## src/rtl/lsu_pkg.sv

```systemverilog
// Shared encodings and helpers for the load/store unit.
package lsu_pkg;

  localparam int unsigned BYTE_W = 8;
  localparam int unsigned SIZE_W = 2;

  localparam logic [SIZE_W-1:0] SZ_BYTE = 2'b00;
  localparam logic [SIZE_W-1:0] SZ_HALF = 2'b01;
  localparam logic [SIZE_W-1:0] SZ_WORD = 2'b10;
  localparam logic [SIZE_W-1:0] SZ_ILL  = 2'b11;

  typedef enum logic [1:0] {
    IDLE   = 2'd0,
    ACCESS = 2'd1,
    SPLIT  = 2'd2,
    DONE   = 2'd3
  } state_e;

  // Natural alignment check for the legal sizes.
  function automatic logic is_aligned(input logic [SIZE_W-1:0] size,
                                      input logic [1:0]        addr_lo);
    logic ok;
    ok = 1'b1;
    if (size == SZ_HALF) ok = (addr_lo[0] == 1'b0);
    if (size == SZ_WORD) ok = (addr_lo == 2'b00);
    return ok;
  endfunction

  // Index of the final byte of a split access.
  function automatic logic [1:0] last_idx(input logic [SIZE_W-1:0] size);
    return (size == SZ_WORD) ? 2'd3 : 2'd1;
  endfunction

  // Big-endian byte i of right-justified store data.
  function automatic logic [BYTE_W-1:0] split_byte(input logic [31:0]       wdata,
                                                   input logic [SIZE_W-1:0] size,
                                                   input logic [1:0]        idx);
    logic [1:0] sel;
    sel = last_idx(size) - idx;
    return wdata[{sel, 3'b000} +: BYTE_W];
  endfunction

endpackage

```

## src/rtl/lsu_load_format.sv

```systemverilog
// Zero/sign extension of a right-justified raw load value by access size.
module lsu_load_format
  import lsu_pkg::*;
(
  input  logic [31:0]       raw,
  input  logic [SIZE_W-1:0] size,
  input  logic              sign_ext,
  output logic [31:0]       rdata_c
);

  // Extend byte/halfword results; words pass through.
  always_comb begin
    rdata_c = raw;
    case (size)
      SZ_BYTE: rdata_c = {{24{sign_ext & raw[7]}}, raw[7:0]};
      SZ_HALF: rdata_c = {{16{sign_ext & raw[15]}}, raw[15:0]};
      default: rdata_c = raw;
    endcase
  end

endmodule

```

## src/rtl/load_store_unit.sv

```systemverilog
// Load/store unit: initiator of the DataMemory port between MEM stage and memory.
// Optional feature: LSU_MISALIGN_SPLIT_EN splits misaligned half/word accesses
// into byte accesses; without it misaligned requests return an error.
module load_store_unit
  import lsu_pkg::*;
#(
  parameter int unsigned ADDR_W = 9,
  parameter int unsigned DATA_W = 32
) (
  input  logic              clk,
  input  logic              reset_n,
  input  logic              req_valid,
  output logic              req_ready,
  input  logic              req_store,
  input  logic [SIZE_W-1:0] req_size,
  input  logic              req_signed,
  input  logic [ADDR_W-1:0] req_addr,
  input  logic [DATA_W-1:0] req_wdata,
  output logic              rsp_valid,
  output logic [DATA_W-1:0] rsp_rdata,
  output logic              rsp_err,
  output logic [ADDR_W-1:0] mem_a,
  output logic [DATA_W-1:0] mem_di,
  output logic [SIZE_W-1:0] mem_size,
  output logic              mem_rw,
  output logic              mem_e,
  output logic              mem_se,
  input  logic [DATA_W-1:0] mem_do
);

  state_e              state_q, state_d;
  logic                req_ready_q, req_ready_d;
  logic                rsp_valid_q, rsp_valid_d;
  logic [DATA_W-1:0]   rsp_rdata_q, rsp_rdata_d;
  logic                rsp_err_q, rsp_err_d;
  logic [ADDR_W-1:0]   mem_a_q, mem_a_d;
  logic [DATA_W-1:0]   mem_di_q, mem_di_d;
  logic [SIZE_W-1:0]   mem_size_q, mem_size_d;
  logic                mem_rw_q, mem_rw_d;
  logic                mem_e_q, mem_e_d;
  logic                store_q, store_d;
  logic [SIZE_W-1:0]   size_q, size_d;
  logic                signed_q, signed_d;
  logic [ADDR_W-1:0]   addr_q, addr_d;
  logic [DATA_W-1:0]   wdata_q, wdata_d;
  logic [1:0]          idx_q, idx_d;
  logic [23:0]         raw_q, raw_d;
  logic [31:0]         fmt_raw_c;
  logic [31:0]         fmt_rdata_c;

  // Raw load value: direct memory read, or the split bytes assembled big-endian.
  assign fmt_raw_c = (state_q == SPLIT) ? {raw_q, mem_do[7:0]} : 32'(mem_do);

  lsu_load_format u_load_format (
    .raw      (fmt_raw_c),
    .size     (size_q),
    .sign_ext (signed_q),
    .rdata_c  (fmt_rdata_c)
  );

  // Next-state and registered-output computation.
  always_comb begin
    state_d     = state_q;
    rsp_valid_d = 1'b0;
    rsp_err_d   = 1'b0;
    rsp_rdata_d = rsp_rdata_q;
    mem_e_d     = 1'b0;
    mem_a_d     = mem_a_q;
    mem_di_d    = mem_di_q;
    mem_size_d  = mem_size_q;
    mem_rw_d    = mem_rw_q;
    store_d     = store_q;
    size_d      = size_q;
    signed_d    = signed_q;
    addr_d      = addr_q;
    wdata_d     = wdata_q;
    idx_d       = idx_q;
    raw_d       = raw_q;

    case (state_q)
      IDLE: begin
        if (req_valid) begin
          store_d  = req_store;
          size_d   = req_size;
          signed_d = req_signed;
          addr_d   = req_addr;
          wdata_d  = req_wdata;
          idx_d    = 2'd0;
          raw_d    = 24'd0;
          if (req_size == SZ_ILL) begin
            state_d     = DONE;
            rsp_valid_d = 1'b1;
            rsp_err_d   = 1'b1;
            rsp_rdata_d = '0;
          end else if (is_aligned(req_size, req_addr[1:0])) begin
            state_d    = ACCESS;
            mem_e_d    = 1'b1;
            mem_a_d    = req_addr;
            mem_size_d = req_size;
            mem_rw_d   = req_store;
            if (req_store) mem_di_d = req_wdata;
          end else begin
`ifdef LSU_MISALIGN_SPLIT_EN
            state_d    = SPLIT;
            mem_e_d    = 1'b1;
            mem_a_d    = req_addr;
            mem_size_d = SZ_BYTE;
            mem_rw_d   = req_store;
            if (req_store) mem_di_d = DATA_W'(split_byte(req_wdata, req_size, 2'd0));
`else
            state_d     = DONE;
            rsp_valid_d = 1'b1;
            rsp_err_d   = 1'b1;
            rsp_rdata_d = '0;
`endif
          end
        end
      end

      ACCESS: begin
        state_d     = DONE;
        rsp_valid_d = 1'b1;
        rsp_rdata_d = store_q ? '0 : DATA_W'(fmt_rdata_c);
      end

      SPLIT: begin
        if (mem_e_q) begin
          // Pulse cycle: collect the byte, then finish or insert a gap cycle.
          raw_d = fmt_raw_c[23:0];
          if (idx_q == last_idx(size_q)) begin
            state_d     = DONE;
            rsp_valid_d = 1'b1;
            rsp_rdata_d = store_q ? '0 : DATA_W'(fmt_rdata_c);
          end else begin
            idx_d = idx_q + 2'd1;
          end
        end else begin
          // Gap cycle: set up the next byte access.
          mem_e_d = 1'b1;
          mem_a_d = addr_q + ADDR_W'(idx_q);
          if (store_q) mem_di_d = DATA_W'(split_byte(wdata_q, size_q, idx_q));
        end
      end

      DONE:    state_d = IDLE;
      default: state_d = IDLE;
    endcase

    req_ready_d = (state_d == IDLE);
  end

  // State and output registers.
  always_ff @(posedge clk or negedge reset_n) begin
    if (!reset_n) begin
      state_q     <= IDLE;
      req_ready_q <= 1'b1;
      rsp_valid_q <= 1'b0;
      rsp_rdata_q <= '0;
      rsp_err_q   <= 1'b0;
      mem_a_q     <= '0;
      mem_di_q    <= '0;
      mem_size_q  <= '0;
      mem_rw_q    <= 1'b0;
      mem_e_q     <= 1'b0;
      store_q     <= 1'b0;
      size_q      <= '0;
      signed_q    <= 1'b0;
      addr_q      <= '0;
      wdata_q     <= '0;
      idx_q       <= 2'd0;
      raw_q       <= 24'd0;
    end else begin
      state_q     <= state_d;
      req_ready_q <= req_ready_d;
      rsp_valid_q <= rsp_valid_d;
      rsp_rdata_q <= rsp_rdata_d;
      rsp_err_q   <= rsp_err_d;
      mem_a_q     <= mem_a_d;
      mem_di_q    <= mem_di_d;
      mem_size_q  <= mem_size_d;
      mem_rw_q    <= mem_rw_d;
      mem_e_q     <= mem_e_d;
      store_q     <= store_d;
      size_q      <= size_d;
      signed_q    <= signed_d;
      addr_q      <= addr_d;
      wdata_q     <= wdata_d;
      idx_q       <= idx_d;
      raw_q       <= raw_d;
    end
  end

  assign req_ready = req_ready_q;
  assign rsp_valid = rsp_valid_q;
  assign rsp_rdata = rsp_rdata_q;
  assign rsp_err   = rsp_err_q;
  assign mem_a     = mem_a_q;
  assign mem_di    = mem_di_q;
  assign mem_size  = mem_size_q;
  assign mem_rw    = mem_rw_q;
  assign mem_e     = mem_e_q;
  // Extension is done inside the unit, so memory-side extension stays off.
  assign mem_se    = 1'b0;

endmodule

```

## config.mk

```make
export PLATFORM = sky130hd
export DESIGN_NAME = load_store_unit
export DESIGN_NICKNAME = d
export VERILOG_FILES = /design/src/rtl/lsu_pkg.sv /design/src/rtl/lsu_load_format.sv /design/src/rtl/load_store_unit.sv
export SDC_FILE = /design/constraint.sdc
export NUM_CORES = 1
export LEC_CHECK = 0
export CAP_MARGIN = 10
export CORE_ASPECT_RATIO = 0.7
export CORE_MARGIN = 2
export CORE_UTILIZATION = 45
export CTS_CLUSTER_SIZE = 40
export DETAILED_ROUTE_END_ITERATION = 10
export PLACE_DENSITY = 0.73
export RECOVER_POWER = 50
export SKIP_CTS_REPAIR_TIMING = 1
export SYNTH_ARGS = -nofsm -noshare
export SYNTH_HDL_FRONTEND = slang
export SYNTH_HIERARCHICAL = 1
export SYNTH_SLANG_ARGS = --single-unit
```

## constraint.sdc

```tcl
create_clock -name clk -period 4.4 [get_ports clk]
set_clock_uncertainty 0.15 [all_clocks]
set_input_delay 0.44 -clock clk [delete_from_list [all_inputs] [get_ports clk]]
set_output_delay 0.44 -clock clk [all_outputs]
set_load 0.005 [all_outputs]
```

---- After elaboration in Yosys (flattened, before gate mapping) ----
Cells that the tools add are included.
storage, ports and cells
  bits in writable memories ............... 0
  word-level logic and storage cells ...... 109
  bits in registers ....................... 153
  memory bits (read-only) ................. 0
  memories ................................ 0
  latch bits .............................. 0
  output and inout bits ................... 81
cells by class
  bitwise gates (word level) .............. 4
  multiplexer cells ....................... 52
  magnitude comparators ................... 0
  div/mod/pow operators ................... 0
  shifts and indexed selects .............. 1
  reduce and logical (&&, ||, !) cells .... 13
  equal/unequal tests ..................... 19
  $mul .................................... 0
  add/subtract/negate cells ............... 3
operators by type and width
  cell                                                 number
  2-to-1 mux 32 bit                                    13
  case mux 32 bit (2 select lines)                     2
  case mux 32 bit (3 select lines)                     1
  2-to-1 mux 24 bit                                    2
  case mux 24 bit (2 select lines)                     1
  2-to-1 mux 9 bit                                     4
  indexed part select 32 x 6 -> 8 bit                  1
  2-to-1 mux 2 bit                                     9
  case mux 9 bit (2 select lines)                      1
  != test 2 bit, second input constant                 8
  2-to-1 mux 1 bit                                     15
  equality test 2 bit, second input constant           5
  AND reduction 5 bit                                  2
  adder 9 x 2 -> 9 bit                                 1
  zero test 2 bit                                      4
  case mux 2 bit (4 select lines)                      1
  AND reduction 4 bit                                  2
  AND reduction 7 bit                                  1
  equality test 2 x 1 -> 1 bit, second input constant  3
  case mux 2 bit (2 select lines)                      1
  != test 3 bit, second input constant                 1
  case mux 1 bit (3 select lines)                      1
  AND reduction 3 bit                                  1
  nonzero test 3 bit                                   1
  other kinds (9)                                      11

---- Logic depth before layout (Yosys ltp) ----
  depth after elaboration ................. 11
  gate-level depth with buffers ........... 10
  gate-level depth less buffers ........... 8

---- Hierarchy ----
The synthesis kept the hierarchy.
modules (own cells, without submodules)
  module           cells an instance  instances  area each (um^2)
  load_store_unit  557                1          6790.3
  lsu_load_format  66                 1          385.4

---- Worst setup path before layout ----
OpenSTA, ideal clock, no wires.
  path type ............................... flip-flop to flip-flop
  from .................................... reg state_q[0]
  to ...................................... reg rsp_rdata_q[16], in the netlist rsp_rdata[16]
  required time ........................... 4.129 ns
  path buffers ............................ 3
  slack ................................... 1.769 ns
  data arrival time ....................... 2.360 ns
  setup time .............................. 0.121 ns
  stages on the path, launching flop included .. 10
  cells stage by stage .................... dfrtp_1 > inv_1 > ha_1 > buf_2 > buf_1 > mux2_2 > mux2i_4 > buf_6 > o21ai_1 > a22o_2
on the way
  longest elaborated chain between the ends .. 8
ends and longest elaborated chain
  item                                line                                            RTL
  start, declared                     load_store_unit.sv:31                           state_e state_q, state_d;
  start signal, assigned              load_store_unit.sv:173                          state_q <= state_d;
  equality test 2 bit *               load_store_unit.sv:52                           assign fmt_raw_c = (state_q == SPLIT) ? {raw_q, mem_do[7:0]} : 32'(mem_do);
  2-to-1 mux 32 bit *                 load_store_unit.sv:52
  net fmt_raw_c[15]                   load_store_unit.sv:48                           logic [31:0] fmt_raw_c;
  bitwise AND 1 bit *                 lsu_load_format.sv:16                           SZ_HALF: rdata_c = {{16{sign_ext & raw[15]}}, raw[15:0]};
  case mux 32 bit (2 select lines) *  lsu_load_format.sv:14                           case (size)
  net fmt_rdata_c[16]                 load_store_unit.sv:49                           logic [31:0] fmt_rdata_c;
  2-to-1 mux 32 bit *                 load_store_unit.sv:123, load_store_unit.sv:133
  2-to-1 mux 32 bit                   load_store_unit.sv:130                          if (idx_q == last_idx(size_q)) begin
  2-to-1 mux 32 bit                   load_store_unit.sv:127                          if (mem_e_q) begin
  case mux 32 bit (3 select lines) *  load_store_unit.sv:80                           case (state_q)
  end signal, assigned                load_store_unit.sv:176                          rsp_rdata_q <= rsp_rdata_d;
  end, declared                       load_store_unit.sv:34                           logic [DATA_W-1:0] rsp_rdata_q, rsp_rdata_d;
Mark *: on every way through the listed nets, which the timed path passes. The rest lies on a longest branch. The select of a mux whose other input is x is not followed.
A chain may end at the register's enable or synchronous reset.

---- Worst setup path in the final report ----
  from .................................... reg state_q[0]
  to ...................................... reg idx_q[1]
on the way
  longest elaborated chain between the ends .. 3
ends and longest elaborated chain
  item                                                                  line                    RTL
  equality test 2 bit / zero test 2 bit (equally long branches)         load_store_unit.sv:80
  != test 2 bit (no line) / nonzero test 2 bit (equally long branches)  n/a
  AND reduction 4 bit (no line)                                         n/a
  end signal, assigned                                                  load_store_unit.sv:188  idx_q <= idx_d;
  end, declared                                                         load_store_unit.sv:46   logic [1:0] idx_q, idx_d;
Several ways; a longest one is shown, not always the timed one.

==> flow_summary.json <==
{
  "synth_cell_types": 52,
  "outcome": "complete, but fails checks",
  "rsz0062_at_grt": "false",
  "worstHoldStart": "mem_rw$_DFFE_PN0P_",
  "io_buffers": 159,
  "syn_inst": 623,
  "synthArstFlopShare": 1.000,
  "cp_slowest_cell": "ha_2",
  "syn_to_final_growth_pct": 31.63,
  "grt_pass1_vias": 5284,
  "drc": 0,
  "insertedDiodeCount": 0,
  "grt-ovfl-total": 0,
  "fillers": 1209,
  "critPathCaptureType": "flop",
  "fin_nets": 848,
  "power_density_nw_per_um2": 753.4,
  "crit_fanout": 40,
  "synth_fp_nets": 711,
  "die_h_um": 109.7,
  "pin_count": 161,
  "clockBufferDepth": 2,
  "final_core_util": 0.6075,
  "num_rows": 38,
  "avgSynthCellArea_um2": 11.52,
  "slew-limit-headroom": -0.4270,
  "die_x_um": 154.9,
  "reg2reg_depth": 6,
  "grtUsageTotal": 0.2204,
  "cts_max_level": 4,
  "maxCapViolations": 1,
  "worst_hold_path.endpoint": "mem_rw$_DFFE_PN0P_",
  "yosys.area.top_type": "dfrtp_1",
  "drtAntennaViolNets": 0,
  "violations": "capacitance limit, slew limit",
  "power_leakage_uw": 0.004270,
  "path_delay_family": "simple AND/OR/NAND/NOR gates",
  "dr.first_iter.drc_count": 234,
  "yosys.area.top_type_share": 0.5301,
  "crit_arrival_ps": 3340,
  "setup_viol": 0,
  "grt_start_max_net_pins": 89,
  "yosysMostFrequentCell": "dfrtp_1",
  "r2r-end": "idx_q[1]$_DFFE_PN0P_",
  "worst_pin_slew_ps": 2140,
  "rr_startpoint": "state_q[0]$_DFF_PN0_",
  "vias": 5275,
  "syn_area_um2": 7176,
  "maxSlewViolCount": 89,
  "gp_congestion": 0.8018,
  "cts_tree": "yes",
  "wirelength_um": 18020,
  "ys_warn_count": 6,
  "critPathKind": "reg -> reg",
  "grt_pass1_wl_um": 28660,
  "cts_made_buffers": 17,
  "fin_tns_setup_ps": 0,
  "crit_required_ps": 4600,
  "start_kind": "flop",
  "core_um2": 15550,
  "synthTopCellsByCount": "dfrtp_1 (152), nand2_1 (102), mux2_2 (68)",
  "ys_top_cells_by_area": "dfrtp_1 (53%), mux2_2 (11%), nand2_1 (5.3%)",
  "fmax_mhz": 318.3,
  "clk_latency_ps": 430,
  "cts_root_buffer": "clkbuf_16",
  "cp.buffers_inverters": 1,
  "drive_gt1_frac": 0.2036,
  "antenna_found_initial": 0,
  "dieArea_um2": 16990,
  "rrSetupSlack_ps": 1260,
  "hold_violations": 0,
  "crit_chain": "inv_1 -> ha_2 -> nor2b_1 -> or3_1 -> o21ba_2 -> o2bb2ai_1",
  "holdCritPathClass": "reg -> reg",
  "post-route-period-util": 0.7140,
  "drtPass1Iterations": 5,
  "hpwl_um": 12790,
  "ys_ff_latch": 153,
  "ys.flop_type": "dfrtp_1",
  "path_clk_slew_ps": 60,
  "cts.sinks": 153,
  "period_needed_ps": 3142,
  "wire_per_inst_um": 18.56,
  "ir_worst_vdd_mv": 0.4660,
  "cpPeakStageDelay_ps": 810,
  "holdPathStages": 2,
  "yosysSeqAreaShare": 0.5337,
  "routed_via_density": 5.433,
  "initial_utilization": 0.4615,
  "synth-edff-count": 0
}
final cells by class:
class / count / area, um^2 / area share
flip-flops and latches: 153 / 3830 / 0.4055
multi-input cells: 410 / 3003 / 0.3179
repair buffers: 170 / 1677 / 0.1775
clock buffers: 21 / 460.4 / 0.04875
well taps: 200 / 250.2 / 0.02649
clock inverters: 9 / 195.2 / 0.02066
inverters: 8 / 30.03 / 0.003179
cells by family after synthesis:
| group | Yosys count | share of synthesized area |
|---|---|---|
| AO/OA/AOI/OAI | 164 | 0.1630 |
| flip-flops | 153 | 0.5337 |
| XOR/XNOR | 8 | 0.009765 |
| multiplexers | 82 | 0.1419 |
| buffers and inverters | 60 | 0.04813 |
| other | 1 | 0.0005226 |
| adder cells (fa/ha/maj) | 8 | 0.01500 |
| AND/OR/NAND/NOR | 147 | 0.08788 |
how the worst max path moves through the flow:
stage	start	end	depth (start not counted)
2_1_floorplan	state_q[0]$_DFF_PN0_	rsp_rdata[16]$_DFFE_PN0P_	9
3_3_place_gp	state_q[0]$_DFF_PN0_	idx_q[1]$_DFFE_PN0P_	6
3_5_place_dp	state_q[0]$_DFF_PN0_	idx_q[1]$_DFFE_PN0P_	6
4_1_cts	state_q[0]$_DFF_PN0_	idx_q[1]$_DFFE_PN0P_	6
5_1_grt	reset_n	rsp_valid$_DFF_PN0_	3
6_report	state_q[0]$_DFF_PN0_	idx_q[1]$_DFFE_PN0P_	6
metrics by stage:
| step | area, um^2 | std cells | hold slack [ps] | setup WS [ps] | total power, uW |
|---|---|---|---|---|---|
| floorplan | 7176 | 623 | -5.591 | 1769 | 4469 |
| global placement | 8773 | 939 | 310.7 | 1528 | 5467 |
| detailed placement | 8773 | 939 | 314.5 | 1325 | 5603 |
| CTS | 9429 | 969 | -53.06 | 1303 | 7269 |
| global route | 9445 | 971 | 348.8 | 766.2 | 7587 |
| finish | 9445 | 971 | 319.5 | 1258 | 7116 |
cell usage in the layout (no fill, tap or decap), types with 4 or more instances in the layout:
cell type,count
mux2i_1,5
bufinv_16,6
o21ai_2,4
o21a_1,8
nand2_1,102
dfrtp_1,152
clkdlybuf4s50_1,84
inv_1,8
mux4_2,8
buf_4,8
nor2_1,19
o21ai_1,8
clkbuf_16,17
a21oi_1,15
dlygate4sd3_1,75
nor3_1,5
a22o_1,33
xor2_1,5
nand2b_1,4
o21ai_0,59
ha_1,6
mux2_2,68
a22o_2,25
power by group:
group / switching (uW) / internal (uW) / leakage (uW) / total [uW]
Sequential: 433 / 2010 / 0.00193 / 2440
Combinational: 1480 / 1550 / 0.00201 / 3040
Clock: 551 / 1080 / 0.000323 / 1630
worst reg2reg max path, cell delays in order (launching register included):
cell	delay, ps
dfrtp_1	430
inv_1	130
ha_2	810
nor2b_1	380
or3_1	750
o21ba_2	270
o2bb2ai_1	140
metal layers:
metal / global-route usage / share of wire
met5: 0 / 0
met1: 0.3110 / 0.47
met3: 0.05518 / 0.060
met4: 0.07077 / 0.010
met2: 0.3378 / 0.46
sequential cells by signal, indices dropped and copies added (netlist names):
name       flops
req_ready      1
signed_q       1
mem_rw         1
mem_a          9
raw_q         24
size_q         2
store_q        1
mem_e          1
wdata_q       32
mem_di        32
addr_q         9
rsp_valid      1
rsp_err        1
state_q        2
idx_q          2
rsp_rdata     32
mem_size       2
Note: power is estimated with default switching activity, not from simulation.
